$ cat config.mk
export PLATFORM = sky130hd
export DESIGN_NAME = display_msg_scheduler_flat
export DESIGN_NICKNAME = d
export VERILOG_FILES = /design/src/rtl/display_msg_if.sv /design/src/rtl/display_msg_scheduler.sv /design/src/flat_wrapper.sv
export SDC_FILE = /design/constraint.sdc
export NUM_CORES = 1
export LEC_CHECK = 0
export ABC_CLOCK_PERIOD_IN_PS = 6830
export BUFFER_PORTS_ARGS = -buffer_cell sky130_fd_sc_hd__buf_2
export CORE_MARGIN = 5
export CORE_UTILIZATION = 50
export DETAILED_ROUTE_END_ITERATION = 12
export GPL_ROUTABILITY_DRIVEN = 0
export PLACE_DENSITY_LB_ADDON = 0.3
export SYNTH_ARGS = -nofsm -noshare
export SYNTH_HDL_FRONTEND = slang
export SYNTH_SLANG_ARGS = --single-unit
$ cat constraint.sdc
create_clock -name clk -period 6.83 [get_ports clk]
set_clock_uncertainty 0.05 [all_clocks]
set_input_delay 2.049 -clock clk [delete_from_list [all_inputs] [get_ports clk]]
set_output_delay 2.049 -clock clk [all_outputs]
set_load 0.02 [all_outputs]
$ cat src/rtl/display_msg_if.sv
// display_msg_if: event-pulse inputs and display-status outputs of the message scheduler
// Ports: hit_p/fail_p/win_p/turn_p (game logic -> scheduler); msg_code, msg_valid, busy,
// fifo_count, drop_cnt, blink (scheduler -> display/game). FIFO_DEPTH must match the scheduler.
interface display_msg_if #(
  parameter int FIFO_DEPTH = 4
);
  logic hit_p;
  logic fail_p;
  logic win_p;
  logic turn_p;
  logic [2:0] msg_code;
  logic msg_valid;
  logic busy;
  logic [$clog2(FIFO_DEPTH):0] fifo_count;
  logic [7:0] drop_cnt;
  logic blink;
  modport master (
    output hit_p, fail_p, win_p, turn_p,
    input msg_code, msg_valid, busy, fifo_count, drop_cnt, blink
  );
  modport slave (
    input hit_p, fail_p, win_p, turn_p,
    output msg_code, msg_valid, busy, fifo_count, drop_cnt, blink
  );
endinterface

$ cat src/rtl/display_msg_scheduler.sv
// display_msg_scheduler: queues game-event pulses and shows each on the 7-seg display for a hold time
// Ports: clk, rst (sync, active high), bus (display_msg_if.slave: event pulses in; msg_code, msg_valid,
// busy, fifo_count, drop_cnt, blink out). Define DISP_BLINK_EN to enable segment blinking.
module display_msg_scheduler #(
  parameter int HOLD_CYCLES = 50_000_000,
  parameter int GAP_CYCLES = 1_000_000,
  parameter int FIFO_DEPTH = 4,
  parameter int BLINK_CYCLES = 12_500_000
) (
  input logic clk,
  input logic rst,
  display_msg_if.slave bus
);
  localparam int AW = $clog2(FIFO_DEPTH);
  localparam int CW = AW + 1;
  localparam logic [31:0] HOLD_LD = 32'(HOLD_CYCLES - 1);
  localparam logic [31:0] GAP_LD = GAP_CYCLES > 0 ? 32'(GAP_CYCLES - 1) : 32'd0;
  localparam logic [1:0] IDLE = 2'd0, SHOW = 2'd1, GAP = 2'd2, LOCKED = 2'd3;
  localparam logic [2:0] C_HIT = 3'd1, C_FAIL = 3'd2, C_WIN = 3'd3, C_TURN = 3'd4;
  if (HOLD_CYCLES < 1) $error("HOLD_CYCLES must be >= 1");
  if (FIFO_DEPTH < 2 || (FIFO_DEPTH & (FIFO_DEPTH - 1)) != 0) $error("FIFO_DEPTH must be a power of 2, >= 2");
  if (BLINK_CYCLES < 1) $error("BLINK_CYCLES must be >= 1");
  logic [1:0] state;
  logic [31:0] timer;
  logic [2:0] mem [FIFO_DEPTH];
  logic [AW-1:0] wr, rd;
  logic [CW-1:0] count;
  logic [2:0] code;
  logic valid;
  logic [7:0] drops;
  logic live, win, full, push, load, pop;
  logic [2:0] sel;
  logic [1:0] n_ev, n_drop;
  logic [8:0] drop_sum;
  // live: events may be captured this cycle (a win or LOCKED discards them uncounted)
  always_comb begin
    live = state != LOCKED && !bus.win_p;
    win = state != LOCKED && bus.win_p;
    sel = bus.hit_p ? C_HIT : bus.fail_p ? C_FAIL : bus.turn_p ? C_TURN : 3'd0;
    n_ev = 2'(bus.hit_p) + 2'(bus.fail_p) + 2'(bus.turn_p);
    full = count == CW'(FIFO_DEPTH);
    push = live && sel != 3'd0 && !full;
    n_drop = (!live || n_ev == 2'd0) ? 2'd0 : n_ev - 2'd1 + 2'(full);
    drop_sum = {1'b0, drops} + 9'(n_drop);
    load = state == IDLE || (state == SHOW && timer == 0 && GAP_CYCLES == 0);
    pop = load && count != '0;
  end
  always_ff @(posedge clk) begin
    if (rst) begin
      state <= IDLE;
      timer <= '0;
      wr <= '0;
      rd <= '0;
      count <= '0;
      code <= '0;
      valid <= 1'b0;
      drops <= '0;
    end else if (win) begin
      state <= LOCKED;
      timer <= '0;
      wr <= '0;
      rd <= '0;
      count <= '0;
      code <= C_WIN;
      valid <= 1'b1;
    end else begin
      drops <= drop_sum > 9'd255 ? 8'd255 : drop_sum[7:0];
      if (push) begin
        mem[wr] <= sel;
        wr <= wr + AW'(1);
      end
      if (pop) rd <= rd + AW'(1);
      count <= count + CW'(push) - CW'(pop);
      if (load) begin
        state <= pop ? SHOW : IDLE;
        code <= pop ? mem[rd] : 3'd0;
        valid <= pop;
        timer <= pop ? HOLD_LD : 32'd0;
      end else if (state == SHOW) begin
        state <= timer == 0 ? GAP : SHOW;
        code <= timer == 0 ? 3'd0 : code;
        valid <= timer != 0;
        timer <= timer == 0 ? GAP_LD : timer - 1;
      end else if (state == GAP) begin
        state <= timer == 0 ? IDLE : GAP;
        timer <= timer == 0 ? 32'd0 : timer - 1;
      end
    end
  end
`ifdef DISP_BLINK_EN
  localparam logic [31:0] BLINK_LD = 32'(BLINK_CYCLES - 1);
  logic [31:0] bcnt;
  logic blink_q;
  // restarts at 0 on every new message or lock; runs only while staying in SHOW or LOCKED
  always_ff @(posedge clk) begin
    if (rst || win || pop || !((state == SHOW && timer != 0) || state == LOCKED)) begin
      bcnt <= '0;
      blink_q <= 1'b0;
    end else begin
      bcnt <= bcnt == BLINK_LD ? 32'd0 : bcnt + 1;
      blink_q <= bcnt == BLINK_LD ? ~blink_q : blink_q;
    end
  end
  assign bus.blink = blink_q;
`else
  assign bus.blink = 1'b0;
`endif
  assign bus.msg_code = code;
  assign bus.msg_valid = valid;
  assign bus.busy = state != IDLE || count != '0;
  assign bus.fifo_count = count;
  assign bus.drop_cnt = drops;
endmodule

$ cat src/flat_wrapper.sv
// flat-port wrapper written by rule: the top's interface ports become plain ports
module display_msg_scheduler_flat 
#(
  parameter int HOLD_CYCLES = 50_000_000,
  parameter int GAP_CYCLES = 1_000_000,
  parameter int FIFO_DEPTH = 4,
  parameter int BLINK_CYCLES = 12_500_000
)
  (clk, rst, bus_hit_p, bus_fail_p, bus_win_p, bus_turn_p, bus_msg_code, bus_msg_valid, bus_busy, bus_fifo_count, bus_drop_cnt, bus_blink);
  display_msg_if #(.FIFO_DEPTH(FIFO_DEPTH)) bus_i ();
  input logic clk;
  input logic rst;
  input wire logic [$bits(bus_i.hit_p)-1:0] bus_hit_p;
  input wire logic [$bits(bus_i.fail_p)-1:0] bus_fail_p;
  input wire logic [$bits(bus_i.win_p)-1:0] bus_win_p;
  input wire logic [$bits(bus_i.turn_p)-1:0] bus_turn_p;
  output wire logic [$bits(bus_i.msg_code)-1:0] bus_msg_code;
  output wire logic [$bits(bus_i.msg_valid)-1:0] bus_msg_valid;
  output wire logic [$bits(bus_i.busy)-1:0] bus_busy;
  output wire logic [$bits(bus_i.fifo_count)-1:0] bus_fifo_count;
  output wire logic [$bits(bus_i.drop_cnt)-1:0] bus_drop_cnt;
  output wire logic [$bits(bus_i.blink)-1:0] bus_blink;
  assign bus_i.hit_p = bus_hit_p;
  assign bus_i.fail_p = bus_fail_p;
  assign bus_i.win_p = bus_win_p;
  assign bus_i.turn_p = bus_turn_p;
  assign bus_msg_code = bus_i.msg_code;
  assign bus_msg_valid = bus_i.msg_valid;
  assign bus_busy = bus_i.busy;
  assign bus_fifo_count = bus_i.fifo_count;
  assign bus_drop_cnt = bus_i.drop_cnt;
  assign bus_blink = bus_i.blink;
  display_msg_scheduler #(.HOLD_CYCLES(HOLD_CYCLES), .GAP_CYCLES(GAP_CYCLES), .FIFO_DEPTH(FIFO_DEPTH), .BLINK_CYCLES(BLINK_CYCLES)) u_core (.clk(clk), .rst(rst), .bus(bus_i));
endmodule
==> results.json, run 1 <==
{
  "synth_nets": 442,
  "setup_viol": 0,
  "cts_buffer_depth": 2,
  "die_area_um2": 9260,
  "syn_to_final_growth_pct": 8.58,
  "async_flop_share_pct": 0,
  "worstReg2RegStart": "u_core.timer[6]",
  "holdBufCountCts": 0,
  "cts_setup_buffers": 0,
  "via_count": 3161,
  "synth.area.top_cells": "dfxtp_1 30%, edfxtp_1 9.7%, nor2_1 5.9%",
  "routed_wirelength_um": 8290,
  "boundaryPins": 23,
  "first_global_vias": 2929,
  "worstSetupPathType": "in2reg",
  "die_h_um": 96.2,
  "yosys.area.top_type_share_pct": 29.6,
  "antennaDiodeCount": 0,
  "seq_area_frac_synth_pct": 39.3,
  "fin_nets": 453,
  "yosys_warnings": 0,
  "synth.most_common_cell": "nor2_1",
  "use_met2_pct": 32.1,
  "syn_area_per_cell_um2": 8.83,
  "rows": 31,
  "use_met1_pct": 24.8,
  "first_pass_iters": 5,
  "worstPathMaxFanout": 8,
  "holdPathEnd": "u_core.bus.drop_cnt[0]",
  "slew-limit-headroom_pct": 18.8,
  "status": "complete, no violations",
  "critPathRequiredTime_ps": 7060,
  "start_util_pct": 51.3,
  "min_period_ps": 4570,
  "core-area_um2": 7250,
  "hold_class": "reg2reg",
  "syn_inst": 421,
  "drv_cap": 0,
  "grt_antenna_before_repair": 0,
  "ys_top_cells_by_count": "58 x nor2_1, 55 x dfxtp_1, 35 x nand2_1",
  "clock_sinks": 67,
  "post_cts_resized": 0,
  "dpl.hpwl_um": 5760,
  "worstHoldStart": "u_core.bus.drop_cnt[0]",
  "crit_arrival_ps": 4800,
  "overflow": 0,
  "antenna_left": 0,
  "critical_path.cell_chain": "buf_2, inv_1, fa_1, ha_1, a2111oi_0, ha_1, fa_1, nand4_1, o21ai_0, nor2_1, nor3_1",
  "ctsRootBufferMaster": "clkbuf_8",
  "final_layout_size_suffix_gt1_share_pct": 12.1,
  "report.final.slew_viol_count": 0,
  "clk-insertion-delay-late_ps": 350,
  "finalHoldViolations": 0,
  "ys_seq_elements": 67,
  "wl_per_cell_um": 15.5,
  "clk_pin_slew_ps": 80,
  "max_slew.worst_pin.slew_ps": 1210,
  "slowest_stage": "fa_1",
  "tns_ps": 0,
  "drtIter0Drc": 257,
  "syn-cell-area_um2": 3720,
  "grt_pass1_wl_um": 14000,
  "grt_util_all_layers_pct": 19.3,
  "synth_top_area_cell": "dfxtp_1",
  "use_met3_pct": 5.08,
  "synthFlopType": "dfxtp_1",
  "r2r_slack_ps": 3330,
  "via_per_inst": 5.90,
  "cts_tree": "done",
  "htreeDepth": 3,
  "fin_crit_sh_pct": 67.0,
  "clock.fmax_mhz": 219,
  "rsz0062_at_grt": "false",
  "hold_depth": 2,
  "end_kind": "flip-flop",
  "io_buffers": 21,
  "grt.busiest_layer": "met2",
  "reg2reg_to": "u_core.timer[15]",
  "reg2reg_depth": 5,
  "start_kind": "input pin",
  "die_w_um": 96.2,
  "synth_edf_count": 12,
  "yosysUniqueCellTypes": 63,
  "cts_buffers": 9,
  "slowest_delay_ps": 480,
  "fill_cells": 678,
  "grt_start_max_net_pins": 24,
  "drc": 0
}
[per-stage QoR]
step	cell area, um^2	instances	setup slack (ps)	utilization (%)	hold WS, ps
2_1_floorplan	3720	421	2340	-	413
6_report	4040	536	2260	55.7	466
4_1_cts	4040	536	2270	55.7	462
5_1_grt	4040	536	1950	55.7	499
3_3_place_gp	3830	520	2020	52.8	431
3_5_place_dp	3830	520	1880	52.8	449
[flip-flops by register name (all words and copies together), names as in the netlist, named ones only]
register and flops:
u_core.bus.drop_cnt 8, u_core.bus.fifo_count 3, u_core.bus.msg_code 3, u_core.bus.msg_valid 1
u_core.mem 12, u_core.rd 2, u_core.state 2, u_core.timer 32
u_core.wr 2
[placed cells by master (no fill, tap or decap), types with 3 or more instances in the layout]
master / n
a31oi_1: 7
nand2b_1: 4
a22oi_1: 4
nor4_1: 10
nand4_1: 11
edfxtp_1: 12
dfxtp_1: 55
o21ai_0: 10
o211ai_1: 3
nor3_1: 17
a21oi_1: 18
xor2_1: 6
clkbuf_8: 9
and3_1: 3
or4_1: 5
nand2_1: 35
o31ai_1: 3
fa_1: 3
o22ai_1: 3
ha_1: 12
nor4_2: 4
or3_1: 9
nor2_1: 58
xnor2_1: 14
mux4_2: 3
inv_1: 17
and2_1: 6
a221oi_1: 5
o311ai_0: 3
o21a_1: 3
buf_2: 21
and4_1: 4
nand3_1: 12
o32ai_1: 3
[worst max-delay path, delay by kind of cell]
kind	cells	cell delay, ps
AO/OA/AOI/OAI	2	800
adder cells (fa/ha/maj)	4	1260
buffers and inverters	2	210
AND/OR/NAND/NOR	3	450
[metal layers]
layer  part of all wire (%)  wire length (um)  vias up
met1                     45              3740     1479
li1                       -                 -     1561
met4                    1.1                90        0
met2                     47              3920      110
met3                    6.4               534       11
met5                      0                 0        -
[how the worst max path moves through the flow]
stage,start,end,slack (ps),cells after the start
after floorplan,bus_turn_p,u_core.bus.drop_cnt[2],2340,10
after global placement,bus_hit_p,u_core.bus.drop_cnt[2],2020,11
after detailed placement,bus_hit_p,u_core.bus.drop_cnt[2],1880,11
after CTS,bus_hit_p,u_core.bus.drop_cnt[2],2270,11
after global routing,bus_hit_p,u_core.bus.drop_cnt[0],1950,11
final,bus_hit_p,u_core.bus.drop_cnt[2],2260,11
[logic make-up (layout without fill, tap and decap cells)]
family | Yosys count | count (layout) | share of synthesized area, %
flops | 67 | 67 | 39.3
other cells | 1 | 1 | 0.101
fa+ha+maj | 17 | 17 | 6.19
compound gates | 83 | 83 | 16.2
buf+inv | 40 | 56 | 5.28
simple gates | 187 | 187 | 25.5
xor+xnor | 20 | 20 | 4.71
mux | 6 | 6 | 2.66
[area by class of cell]
cell class / count / area (um^2) / share of cell area, %
Multi-Input combinational cell: 314 / 2060 / 51.0
Tap cell: 99 / 124 / 3.07
Sequential cell: 67 / 1460 / 36.2
Clock buffer: 9 / 124 / 3.07
Timing Repair Buffer: 23 / 120 / 2.97
Clock inverter: 7 / 83.8 / 2.08
Inverter: 17 / 63.8 / 1.58
Power of run 1 is not shown: default switching activity piles up to over one toggle a cycle in this logic, so the estimate is an artifact.
==> run 2, diff against run 1 <==
ABC_AREA = 1   (was default)
ABC_CLOCK_PERIOD_IN_PS = 3700   (was 6830)
clock period = 3.7 ns   (was 6.83 ns; I/O delays follow)
==> run 2 against run 1 <==
Net effect:
- setup slack worse by 1600 ps
- via count up 15%
- first-iteration DRC count down 26%
- global-route usage up 0.68 points
- final cell count up 28%
- clock-buffer cell count unchanged
- critical endpoint is now u_core.bus.drop_cnt[5]
- largest cell class unchanged
- highest routed layer unchanged
==> results.json, run 2 <==
{
  "status": "complete, no violations",
  "layout_setup_ws_ps": 632,
  "worstPathMaxFanout": 7,
  "boundaryPins": 23,
  "die_w_um": 99.5,
  "cts_buffers": 9,
  "start_kind": "input pin",
  "grt_util_all_layers_pct": 20.0,
  "antenna_left": 0,
  "syn_to_final_growth_pct": 10.2,
  "clk_pin_slew_ps": 80,
  "synth_nets": 575,
  "yosys_warnings": 0,
  "via_count": 3650,
  "cts_setup_buffers": 0,
  "via_per_inst": 5.32,
  "cts_tree": "done",
  "synth_edf_count": 12,
  "yosys.area.top_type_share_pct": 27.5,
  "post_cts_resized": 0,
  "ys_seq_elements": 67,
  "tns_ps": 0,
  "io_buffers": 21,
  "holdBufCountCts": 0,
  "regArea_um2": 1460,
  "die_area_um2": 9900,
  "rows": 32,
  "syn_inst": 554,
  "final_common_cell": "nand2_1",
  "layout_common_cells": "94 x nand2_1, 76 x nor2_1, 71 x inv_1, 55 x dfxtp_1, 51 x a21oi_1",
  "end_kind": "flip-flop",
  "multiInputGateArea_um2": 2200,
  "clock.fmax_mhz": 326,
  "report.final.slew_viol_count": 0,
  "antennaDiodeCount": 0,
  "synthFlopType": "dfxtp_1",
  "pre_cts_ws_ps": 275,
  "yosysUniqueCellTypes": 43,
  "largest_reg_flops": 32,
  "regMostFlops": "u_core.timer",
  "worstSetupPathType": "in2reg",
  "critPathRequiredTime_ps": 3910,
  "worstReg2RegStart": "u_core.bus.fifo_count[2]",
  "synth.area.top_cells": "dfxtp_1 27%, edfxtp_1 9.0%, nand2_1 8.8%",
  "grt_pass1_wl_um": 16000,
  "async_flop_share_pct": 0,
  "synth.most_common_cell": "nand2_1",
  "synth_top_area_cell": "dfxtp_1",
  "first_global_vias": 3499,
  "drc": 0,
  "first_pass_iters": 5,
  "seq_area_frac_synth_pct": 36.5,
  "grt_start_max_net_pins": 33,
  "fin_crit_sh_pct": 82.9,
  "die_h_um": 99.5,
  "drtIter0Drc": 189,
  "overflow": 0,
  "finalHoldViolations": 0,
  "min_period_ps": 3070,
  "grt_antenna_before_repair": 0,
  "dpl.hpwl_um": 6920,
  "reg2reg_depth": 15,
  "final_layout_size_suffix_gt1_share_pct": 14.9,
  "hold_class": "reg2reg",
  "fin_nets": 600,
  "cts_buffer_depth": 2,
  "clk-insertion-delay-late_ps": 350,
  "htreeDepth": 3,
  "rsz0062_at_grt": "false",
  "fill_cells": 750,
  "worstHoldStart": "u_core.bus.msg_code[2]",
  "core-area_um2": 7770,
  "max_slew.worst_pin.slew_ps": 670,
  "slew-limit-headroom_pct": 55.2,
  "drv_cap": 0,
  "reg2reg_to": "u_core.bus.drop_cnt[5]",
  "start_util_pct": 51.6,
  "hold_depth": 2,
  "ys_top_cells_by_count": "94 x nand2_1, 76 x nor2_1, 71 x inv_1",
  "routed_wirelength_um": 9410,
  "crit_arrival_ps": 3270,
  "clock_sinks": 67,
  "syn_area_per_cell_um2": 7.23,
  "wl_per_cell_um": 13.7,
  "syn-cell-area_um2": 4010,
  "setup_viol": 0,
  "holdPathEnd": "u_core.bus.msg_code[2]",
  "ctsRootBufferMaster": "clkbuf_8",
  "r2r_slack_ps": 960
}
## run 2: worst max-delay path by stage
stage	startpoint	endpoint	depth (start not counted)
after floorplan	bus_turn_p	u_core.bus.drop_cnt[5]	14
after global placement	bus_hit_p	u_core.bus.drop_cnt[5]	15
after detailed placement	bus_hit_p	u_core.bus.drop_cnt[5]	15
after CTS	bus_hit_p	u_core.bus.drop_cnt[5]	15
after global routing	bus_hit_p	u_core.bus.drop_cnt[5]	15
final	bus_hit_p	u_core.bus.drop_cnt[5]	15
## run 2: critical path: stages
cell     delay, ps
buf_2          140
inv_1           60
fa_1           460
ha_1           290
nor2_1          40
ha_1           200
fa_1           410
nand3_1        120
nor2_1          50
nand2_1         70
nor2_1          50
nand2_1         90
nand3_1         80
nand2_1         60
inv_1           40
## run 2: cell type report
class	instances	share of cell area, %
clock inverters	7	1.87
clock buffers	9	2.81
well taps	102	2.89
inverters	79	6.72
multi-input cells	399	49.9
flip-flops and latches	67	33.1
repair buffers	23	2.72
## run 2: per-layer routing
layer	GRT usage, %	up-vias	routed length, um
li1	-	1843	-
met1	25.3	1695	4250
met2	32.5	91	4430
met3	4.84	21	483
met4	8.30	0	243
met5	0	-	0
## run 2: stage by stage
stage | instances | area (um^2) | utilization [%] | hold slack [ps]
after global placement | 670 | 4210 | 54.2 | 396
after CTS | 686 | 4420 | 56.8 | 415
final | 686 | 4420 | 56.8 | 413
after detailed placement | 670 | 4210 | 54.2 | 403
after global routing | 686 | 4420 | 56.8 | 441
after floorplan | 554 | 4010 | - | 386
## run 2: cell families (layout without fill, tap and decap cells)
| group | after synthesis | count (layout) | share of synthesized area (%) |
|---|---|---|---|
| and+or+nand+nor | 264 | 264 | 31.5 |
| other | 1 | 1 | 0.0936 |
| adders and majority gates | 15 | 15 | 5.25 |
| xor gates and xnor gates | 16 | 16 | 3.50 |
| AOI/OAI and AO/OA | 103 | 103 | 14.7 |
| DFF | 67 | 67 | 36.5 |
| buffers and inverters | 88 | 118 | 8.53 |
Power of run 2 is left out for the same reason.
==> run 3, diff against run 2 <==
ABC_AREA = 0   (was 1)
ABC_CLOCK_PERIOD_IN_PS = 2500   (was 3700)
clock period = 2.5 ns   (was 3.7 ns; I/O delays follow)
==> run 3 against run 2 <==
Net effect:
- the run now ends with negative setup slack left
- critical path type unchanged
- sequential share of layout area down 0.69 points
- utilization up 5.4 points
- largest cell class unchanged
- via count down 5.6%
==> results.json, run 3 (same netlist as run 1, synthesis figures left out) <==
{
  "status": "finished, violations left",
  "violations": "negative setup slack",
  "max_slew.worst_pin.slew_ps": 541,
  "grt_util_all_layers_pct": 22.2,
  "placed_area_um2": 4190,
  "die_area_um2": 9260,
  "core-area_um2": 7250,
  "routed_wirelength_um": 9460,
  "setup_viol": 8,
  "worstReg2RegStart": "u_core.timer[27]",
  "fill_cells": 624,
  "final_layout_size_suffix_gt1_share_pct": 24.2,
  "worstPathMaxFanout": 4,
  "holdPathEnd": "u_core.bus.msg_code[2]",
  "die_w_um": 96.2,
  "largest_reg_flops": 32,
  "drc": 0,
  "cts_tree": "done",
  "grt_start_max_net_pins": 21,
  "end_kind": "flip-flop",
  "grt_pass1_wl_um": 16000,
  "first_pass_iters": 5,
  "start_util_pct": 51.3,
  "antenna_left": 0,
  "rsz0062_at_grt": "true",
  "regMostFlops": "u_core.timer",
  "clock.fmax_mhz": 359,
  "dp_cells": 562,
  "first_global_vias": 3383,
  "syn_to_final_growth_pct": 21.4,
  "die_h_um": 96.2,
  "ctsRootBufferMaster": "clkbuf_8",
  "clk_pin_slew_ps": 90,
  "report.final.slew_viol_count": 0,
  "layout_common_cells": "58 x nor2_1, 54 x dfxtp_1, 46 x buf_4, 34 x nand2_1",
  "finalHoldViolations": 0,
  "min_period_ps": 2790,
  "fin_crit_sh_pct": 111,
  "hold_depth": 2,
  "worstSetupPathType": "in2reg",
  "r2r_slack_ps": 40,
  "stdcell_count": 582,
  "drtIter0Drc": 252,
  "final_common_cell": "nor2_1",
  "rows": 31,
  "critPathRequiredTime_ps": 2740,
  "holdBufCountCts": 0,
  "htreeDepth": 3,
  "io_buffers": 21,
  "drv_cap": 0,
  "worstHoldStart": "u_core.bus.msg_code[2]",
  "dpl.hpwl_um": 6650,
  "clk-insertion-delay-late_ps": 360,
  "final_area_um2": 4510,
  "reg2reg_depth": 7,
  "wl_per_cell_um": 16.3,
  "fin_nets": 499,
  "boundaryPins": 23,
  "via_per_inst": 5.92,
  "cts_buffers": 9,
  "slew-limit-headroom_pct": 63.8,
  "overflow": 0,
  "cts_buffer_depth": 2,
  "clock_sinks": 67,
  "antennaDiodeCount": 0,
  "grt_antenna_before_repair": 0,
  "hold_class": "reg2reg",
  "via_count": 3447,
  "crit_arrival_ps": 3030,
  "layout_setup_ws_ps": -286,
  "pre_cts_ws_ps": -926,
  "reg2reg_to": "u_core.state[0]",
  "start_kind": "input pin"
}
run 3: cell count changes in the layout (fill, tap and decap cells not counted), sizes merged, moves of 12 or more:
cell	previous run	this run
nand2	107	35
inv	83	20
buf	23	69
nor2	94	58
a21oi	53	18
nand3	43	12
o21ai	36	11
nor4	2	14
run 3: routing by layer:
metal	global-route usage (%)	wire length, um	up-vias
met5	0	0	-
met2	35.3	4500	117
met4	12.4	273	0
met3	4.46	500	25
met1	27.9	4180	1647
li1	-	-	1658
run 3: worst max path at each step:
stage	startpoint	to	slack (ps)	depth (start not counted)
final	bus_fail_p	u_core.bus.drop_cnt[7]	-290	13
after global routing	bus_fail_p	u_core.bus.drop_cnt[6]	-420	11
after CTS	bus_fail_p	u_core.bus.drop_cnt[3]	-310	10
after detailed placement	bus_hit_p	u_core.bus.drop_cnt[5]	-930	11
after global placement	bus_hit_p	u_core.bus.drop_cnt[3]	-810	10
after floorplan	bus_hit_p	u_core.bus.drop_cnt[3]	-620	9
run 3: repair_timing:
item | 4_1_cts | 5_1_grt
resized for setup | 15 | 5
hold endpoints to repair | 0 | 0
setup buffers | 4 | 2
pin swaps | 16 | 9
cloned | 0 | 0
endpoints found under the setup margin | 10 | 9
run 3: worst max-delay path: stages:
cell and delay, ps:
buf_8 80, inv_4 30, fa_2 600, ha_4 220, a2111oi_4 190, ha_2 240, fa_2 210, nand4_1 200
buf_4 220, buf_6 110, nand2_2 50, mux2i_1 60, nor2_1 80
run 3: per-stage QoR:
stage / utilization [%] / hold WS, ps / setup TNS [ps]
6_report: 62.2 / 469 / -1980
5_1_grt: 62.2 / 494 / -3060
4_1_cts: 61.9 / 472 / -1680
3_5_place_dp: 57.7 / 442 / -6920
3_3_place_gp: 57.7 / 424 / -6010
2_1_floorplan: - / 413 / -4220
run 3: final cells by class:
class                   count  area [um^2]  share of cell area, %
clock buffers               9          124                   2.74
clock inverters             7         82.6                   1.83
inverters                  17         76.3                   1.69
multi-input cells         314         2140                   47.5
flip-flops and latches     67         1460                   32.4
well taps                  99          124                   2.74
repair buffers             69          499                   11.1
Power of run 3 is left out for the same reason.
